<file path="src/rtl/vid_timing_gen.sv">
// Raster timing generator: shadowed configuration, sync/blank decode, pixel
// position and one-clock line fetch requests for the bus-master stage.
module vid_timing_gen (
   input  logic        clk,
   input  logic        reset,
   input  logic        en,
   input  logic [5:0]  pcnt,
   input  logic [12:0] hsize,
   input  logic [12:0] hend,
   input  logic [12:0] hss,
   input  logic [12:0] hse,
   input  logic [12:0] vsize,
   input  logic [12:0] vend,
   input  logic [12:0] vss,
   input  logic [12:0] vse,
   input  logic [31:0] base_address,
   input  logic [31:0] lineinc,
   output logic        hsync,
   output logic        hblank,
   output logic        vsync,
   output logic        vblank,
   output logic        pix_valid,
   output logic [12:0] hcount,
   output logic [12:0] vcount,
   output logic        line_req,
   output logic [31:0] line_addr,
   output logic        cfg_err
);

   typedef enum logic [1:0] {IDLE, LOAD, RUN, ERR} state_t;

   typedef struct packed {
      logic [5:0]  pcnt;
      logic [12:0] hsize;
      logic [12:0] hend;
      logic [12:0] hss;
      logic [12:0] hse;
      logic [12:0] vsize;
      logic [12:0] vend;
      logic [12:0] vss;
      logic [12:0] vse;
      logic [31:0] base;
      logic [31:0] inc;
   } cfg_t;

   state_t      state;
   cfg_t        shd, cfg_in, cfg;
   logic [5:0]  dcnt, dcnt_nx;
   logic [12:0] h_nx, v_nx, nl;
   logic        first, tick, h_wrap, f_wrap, adv;
   logic        lreq_nx, pv_nx, hb_nx, vb_nx, hs_nx, vs_nx;
   logic [31:0] addr_nx;

   function automatic logic illegal(input cfg_t c);
      return ({1'b0, c.hsize} > {1'b0, c.hend} + 14'd1) ||
             ({1'b0, c.vsize} > {1'b0, c.vend} + 14'd1) ||
             (c.hend == 13'd0) || (c.vend == 13'd0);
   endfunction

   assign cfg_in = {pcnt, hsize, hend, hss, hse, vsize, vend, vss, vse,
                    base_address, lineinc};

   // Everything below is the value of the next raster position; the decodes
   // see the freshly loaded inputs on the first RUN clock and at a frame wrap.
   always_comb begin
      first   = (state == LOAD);
      tick    = !first && (dcnt == shd.pcnt);
      h_wrap  = tick && (hcount == shd.hend);
      f_wrap  = h_wrap && (vcount == shd.vend);
      cfg     = (first || f_wrap) ? cfg_in : shd;
      dcnt_nx = tick ? 6'd0 : dcnt + 6'd1;
      h_nx    = hcount;
      v_nx    = vcount;
      if (first) begin
         dcnt_nx = 6'd0;
         h_nx    = 13'd0;
         v_nx    = 13'd0;
      end else begin
         if (tick)   h_nx = h_wrap ? 13'd0 : hcount + 13'd1;
         if (h_wrap) v_nx = (vcount == shd.vend) ? 13'd0 : vcount + 13'd1;
      end
      nl      = (first || v_nx == cfg.vend) ? 13'd0 : v_nx + 13'd1;
      lreq_nx = (first || (tick && h_nx == cfg.hsize)) && (nl < cfg.vsize);
      addr_nx = cfg.base + 32'(nl) * cfg.inc;
      hb_nx   = h_nx >= cfg.hsize;
      vb_nx   = v_nx >= cfg.vsize;
      hs_nx   = (h_nx >= cfg.hss) && (h_nx < cfg.hse);
      vs_nx   = (v_nx >= cfg.vss) && (v_nx < cfg.vse);
      pv_nx   = (dcnt_nx == cfg.pcnt) && !hb_nx && !vb_nx;
      adv     = (first && !illegal(cfg_in)) ||
                (state == RUN && en && !illegal(shd));
   end

   always_ff @(posedge clk) begin
      if (reset) begin
         state     <= IDLE;
         shd       <= '0;
         dcnt      <= '0;
         hcount    <= '0;
         vcount    <= '0;
         hsync     <= 1'b0;
         vsync     <= 1'b0;
         hblank    <= 1'b1;
         vblank    <= 1'b1;
         pix_valid <= 1'b0;
         line_req  <= 1'b0;
         line_addr <= '0;
         cfg_err   <= 1'b0;
      end else begin
         case (state)
            IDLE: begin
               cfg_err <= 1'b0;
               if (en) state <= LOAD;
            end
            LOAD: begin
               shd     <= cfg_in;
               cfg_err <= illegal(cfg_in);
               state   <= illegal(cfg_in) ? ERR : RUN;
            end
            RUN: begin
               cfg_err <= en && illegal(shd);
               if (!en)                state <= IDLE;
               else if (illegal(shd))  state <= ERR;
               else if (f_wrap)        shd   <= cfg_in;
            end
            default: begin
               cfg_err <= en;
               if (!en) state <= IDLE;
            end
         endcase

         if (adv) begin
            dcnt      <= dcnt_nx;
            hcount    <= h_nx;
            vcount    <= v_nx;
            hsync     <= hs_nx;
            vsync     <= vs_nx;
            hblank    <= hb_nx;
            vblank    <= vb_nx;
            pix_valid <= pv_nx;
            line_req  <= lreq_nx;
            if (lreq_nx) line_addr <= addr_nx;
         end else begin
            dcnt      <= '0;
            hcount    <= '0;
            vcount    <= '0;
            hsync     <= 1'b0;
            vsync     <= 1'b0;
            hblank    <= 1'b1;
            vblank    <= 1'b1;
            pix_valid <= 1'b0;
            line_req  <= 1'b0;
            line_addr <= '0;
         end
      end
   end

endmodule

</file>
<file path="config.mk">
export PLATFORM = sky130hd
export DESIGN_NAME = vid_timing_gen
export DESIGN_NICKNAME = d
export VERILOG_FILES = /design/src/rtl/vid_timing_gen.sv
export SDC_FILE = /design/constraint.sdc
export NUM_CORES = 2
export LEC_CHECK = 0
export CAP_MARGIN = 20
export CORE_ASPECT_RATIO = 0.6
export CORE_MARGIN = 1.5
export CORE_UTILIZATION = 55
export CTS_BUF_LIST = sky130_fd_sc_hd__clkbuf_4 sky130_fd_sc_hd__clkbuf_8 sky130_fd_sc_hd__clkbuf_16
export CTS_CLUSTER_SIZE = 16
export DETAILED_ROUTE_END_ITERATION = 8
export DONT_BUFFER_PORTS = 1
export PLACE_DENSITY = 0.7
export REMOVE_ABC_BUFFERS = 1
export SYNTH_ARGS = -nofsm -noshare
export SYNTH_HDL_FRONTEND = slang
export SYNTH_SLANG_ARGS = --single-unit
</file>
<file path="constraint.sdc">
create_clock -name clk -period 14.2 [get_ports clk]
set_input_delay 4.26 -clock clk [delete_from_list [all_inputs] [get_ports clk]]
set_output_delay 4.26 -clock clk [all_outputs]
set_load 0.1 [all_outputs]
</file>
# After elaboration in Yosys (flattened, before gate mapping)
# Index checks and enable logic that the tools add are counted.
# classes
n_addsub	9
mul	1
order_cmp	11
eq_ne	14
mux	21
bitwise	1
reduce_logical	37
# op_table
operator	count
174-bit 2-to-1 mux	4
174-bit case mux with 2 select lines	1
13-bit 2-to-1 mux	7
13-bit by 1-bit adder with 14-bit output, second input constant	4
13-bit by 14-bit greater-than comparator with 1-bit output	4
13-bit == test	4
13-bit greater-or-equal comparator	4
13-bit zero test	4
13-bit by 1-bit adder with 13-bit output, second input constant	3
13-bit < comparator	3
32-bit adder	1
13-bit by 32-bit multiplier with 32-bit output	1
1-bit logical AND	13
6-bit == test	2
6-bit 2-to-1 mux	2
1-bit logical OR	10
2-bit 2-to-1 mux	4
2-bit inequality test, second input constant	4
6-bit by 1-bit adder with 6-bit output, second input constant	1
2-bit case mux with 3 select lines	1
1-bit zero test	5
4-bit by 2-bit inequality test with 1-bit output, second input constant	1
4-bit AND reduction	1
3-bit by 2-bit inequality test with 1-bit output, second input constant	1
other kinds (9)	9
# word_totals
register_bits	247
input_bits	177
output_inout_bits	65

# Logic depth before layout (Yosys ltp)
# logic_depth
ltp_word	12
depth_mapped	47

# Worst setup path before layout
# Ideal clock, no wire load.
# synth_path
kind	input -> register
start	input vend[3]
end	register line_addr[31]
setup_ns	0.128
t_arrival_ns	11.935
setup_slack_ns	2.136
cell_stages	34
path_cell_list	or4_1 > a22oi_1 > o2111a_1 > nand4_1 > nand2_1 > or2_2 > clkbuf_1 > clkbuf_1 > nor2_1 > fa_1 > inv_1 > fa_1 > inv_1 > fa_1 > fa_1 > fa_1 > inv_1 > fa_1 > inv_1 > ha_1 > o21a_1 > o21ai_0 > a21oi_1 > o21ai_0 > nor2b_1 > o21ai_0 > a311o_1 > a31oi_1 > o21bai_1 > a31oi_1 > nand3b_1 > nor2_1 > mux2i_1 > o211ai_1
# synth_via
elab_chain_len	10
# synth_lines
element	line	text
from (decl)	13	input logic [12:0] vend,
parallel branches: the longest is 10 deep, another holds 13-bit by 32-bit multiplier with 32-bit output	--	
to (signal assigned)	142	if (lreq_nx) line_addr <= addr_nx;
to (decl)	26	output logic [31:0] line_addr,
# Parallel ways; which one is timed is not known.
# A chain may end at the register's enable or synchronous reset.

# Final worst setup path
# Same ends and word-level chain as after synthesis.

==> flow_metrics.py <==
metrics = {
    "status": {
        "outcome": "completed",
    },
    "placement": {
        "place_area_um2": 27010,
        "place_congestion": 0.9451,
        "dp_slack_ns": 0.8227,
        "numPortBuffers": 0,
        "place_inst": 3784,
        "dp_hpwl_um": 63290,
    },
    "setup_path": {
        "cp_slowest_cell": "a311o_1",
        "timing.critical_path.mode_cell": "fa_1",
        "crit_path_start_kind": "input pin",
        "worstPathMaxFanout": 45,
        "cp.arrival_ns": 13.31,
        "slowest_delay_ns": 0.60,
        "end_kind": "flop",
        "r2r_cells": 39,
        "cp.required_ns": 14.61,
        "ff2ff_setup_slack_ns": 1.75,
        "r2r_end": "line_addr[31]$_SDFFE_PP0P_",
        "critical_path_class": "input pin to flop",
        "r2r-start": "hcount[5]$_SDFF_PP0_",
    },
    "clock_network": {
        "cts_tree": "done",
        "clock_latency_ns": 0.58,
        "postCtsHoldBufs": 0,
        "clk_pin_slew_ns": 0.06,
        "cts_setup_buffers": 0,
        "numCtsBuffers": 26,
        "cts.repair.resized": 0,
        "clk_root_buffer_cell": "clkbuf_16",
        "cts_max_level": 1,
        "clk_path_buf_depth": 3,
        "cts_sinks": 247,
    },
    "global_routing": {
        "grtUsageTotal": 0.3325,
        "grt_pass1_vias": 22790,
        "antenna_found_initial": 1,
        "grt_overflow": 0,
        "grt_max_degree": 181,
        "grt_pass1_wl_um": 129500,
    },
    "yosys": {
        "yosysTopAreaCellShare": 0.2151,
        "syn-cell-area_um2": 26430,
        "postSynth.asyncResetShare": 0,
        "ys_top_cells_by_area": "fa_1, dfxtp_1, ha_1",
        "netlist.top_cell.by_area": "fa_1",
        "synthFlopType": "dfxtp_1",
        "yosys_warnings": 0,
        "synthCells": 3254,
        "synth_seq_cells": 247,
        "yosysUniqueCellTypes": 81,
        "synth.yosys.seq_area_share": 0.1871,
        "synth_edf_count": 0,
        "synth_most_common_cell": "nand2_1",
        "synthTopCellsByCount": "nand2_1, inv_1, fa_1",
        "avgSynthCellArea_um2": 8.123,
    },
    "timing": {
        "finalHoldViolations": 0,
        "worstMarginPinSlew_ns": 1.173,
        "timing.final.ws_setup_ns": 1.299,
        "finClkSkew_ns": 0.02375,
        "timing.final.crit_period_ns": 12.90,
        "drv_slew": 0,
        "max_freq_ghz": 0.07751,
        "period_share": 0.9085,
        "relSlewSlack": 0.2168,
        "rsz0062_at_grt": "no",
        "setup_violations": 0,
        "fin_tns_setup_ns": 0,
    },
    "detailed_routing": {
        "drt-total-wl_um": 81030,
        "vias_per_cell": 5.913,
        "drc": 0,
        "drtAntennaViolNets": 0,
        "vias": 22690,
        "drtIter0Drc": 2061,
        "wire_per_inst_um": 21.12,
        "first_pass_iters": 6,
    },
    "layout": {
        "final_cells": 3837,
        "final_area_um2": 27970,
        "drive_above_1_share": 0.04304,
        "fin_util": 0.5969,
        "area_growth_pct": 5.822,
        "final_nets": 3861,
    },
    "min_path": {
        "min_delay_path_depth": 2,
        "whs_endpoint": "shd[58]$_SDFFE_PP0P_",
        "hold_path_startpoint": "shd[58]$_SDFFE_PP0P_",
        "min_path_type": "flop to flop",
    },
    "floorplanning": {
        "rows": 61,
        "die_w_um": 286.0,
        "die-area_um2": 49430,
        "die_h_um": 172.8,
        "io_pins": 242,
        "core_area_um2": 46860,
        "initial_core_util": 0.5641,
    },
    "power_and_ir_drop": {
        "power_density_nw_per_um2": 96.16,
        "peakVddDrop_mv": 0.08920,
        "p_leak_nw": 12.26,
    },
    "job": {
        "drv_cap": 0,
    },
}
## layout make-up
cell class / instances / area (µm²)
Sequential cell: 247 / 4945
Timing Repair Buffer: 62 / 538.0
Clock buffer: 38 / 808.3
Inverter: 345 / 1295
Multi-Input combinational cell: 2506 / 19550
Fill cell: 4211 / 18890
Tap cell: 630 / 788.3
Clock inverter: 8 / 50.05
Antenna cell: 1 / 2.502
## how the worst max path moves through the flow
stage,start,to,slack [ns],depth (start not counted)
2_1_floorplan,vcount[3]$_SDFF_PP0_,line_addr[31]$_SDFFE_PP0P_,-3.83,35
3_3_place_gp,vend[3],line_addr[31]$_SDFFE_PP0P_,1.11,33
4_1_cts,vend[3],line_addr[31]$_SDFFE_PP0P_,1.41,33
6_report,vend[3],line_addr[31]$_SDFFE_PP0P_,1.30,33
5_1_grt,vend[3],line_addr[31]$_SDFFE_PP0P_,0.89,33
3_5_place_dp,vend[3],line_addr[31]$_SDFFE_PP0P_,0.82,33
## registers in the layout, indices dropped and copies added, names as in the netlist
| signal | cells |
|---|---|
| cfg_err | 1 |
| dcnt | 6 |
| hblank | 1 |
| hcount | 13 |
| hsync | 1 |
| line_addr | 32 |
| line_req | 1 |
| pix_valid | 1 |
| shd | 174 |
| state | 2 |
| vblank | 1 |
| vcount | 13 |
| vsync | 1 |
## kinds of logic (layout without fill, tap and decap cells)
group / after synthesis / after routing / synth area share
buffers and inverters: 501 / 453 / 0.07451
XOR/XNOR: 162 / 162 / 0.05500
flip-flops: 247 / 247 / 0.1871
other: 0 / 1 / 0
adder cells (fa/ha/maj): 497 / 497 / 0.3158
AND/OR/NAND/NOR: 1247 / 1247 / 0.2059
AO/OA/AOI/OAI: 438 / 438 / 0.1003
multiplexers: 162 / 162 / 0.06135
## routing by layer
metal / track usage / vias to the layer above / wire, µm
met5: 0 / - / 0
met4: 0.07826 / 0 / 2061
met3: 0.1032 / 132 / 9476
met2: 0.4737 / 1045 / 33030
met1: 0.4886 / 11020 / 36460
li1: - / 10490 / -
## stage by stage
step | hold WS, ns | total power [mW]
final | 0.4449 | 2.690
after global routing | 0.4676 | 2.858
after CTS | 0.4473 | 2.678
after detailed placement | 0.4375 | 1.964
after global placement | 0.4317 | 1.933
after floorplan | 0.4251 | 1.678
## placed cells by master (no fill, tap or decap), types with 15 or more instances in the layout
master | synthesis | final
ha_1 | 212 | 212
o21a_1 | 31 | 31
nor2_1 | 247 | 245
a21oi_1 | 242 | 242
o21ai_0 | 46 | 46
nor4_1 | 19 | 19
a21o_1 | 36 | 36
nor2b_1 | 19 | 19
fa_1 | 284 | 284
nand3_1 | 74 | 74
nand2b_1 | 15 | 15
xnor2_1 | 104 | 104
inv_1 | 343 | 343
mux2i_1 | 162 | 162
xor2_1 | 55 | 55
clkbuf_16 | 0 | 27
dfxtp_1 | 247 | 247
and3_1 | 32 | 32
nand4_1 | 38 | 38
buf_4 | 1 | 55
nand2_1 | 681 | 681
nor3_1 | 61 | 61
## worst max-delay path: cells and delay by family
kind | cells | cell delay (ns)
AND/OR/NAND/NOR | 8 | 1.78
AO/OA/AOI/OAI | 12 | 3.02
adder cells (fa/ha/maj) | 7 | 3.43
multiplexers | 1 | 0.13
buffers and inverters | 5 | 0.62
## power by group
group / internal [mW] / total [mW] / switching, mW / leakage, nW
combinational: 0.423 / 1.19 / 0.764 / 9.82
clock: 0.394 / 0.705 / 0.312 / 0.432
sequential: 0.738 / 0.798 / 0.0593 / 2.01
Note: power is estimated with default switching activity, not from simulation.
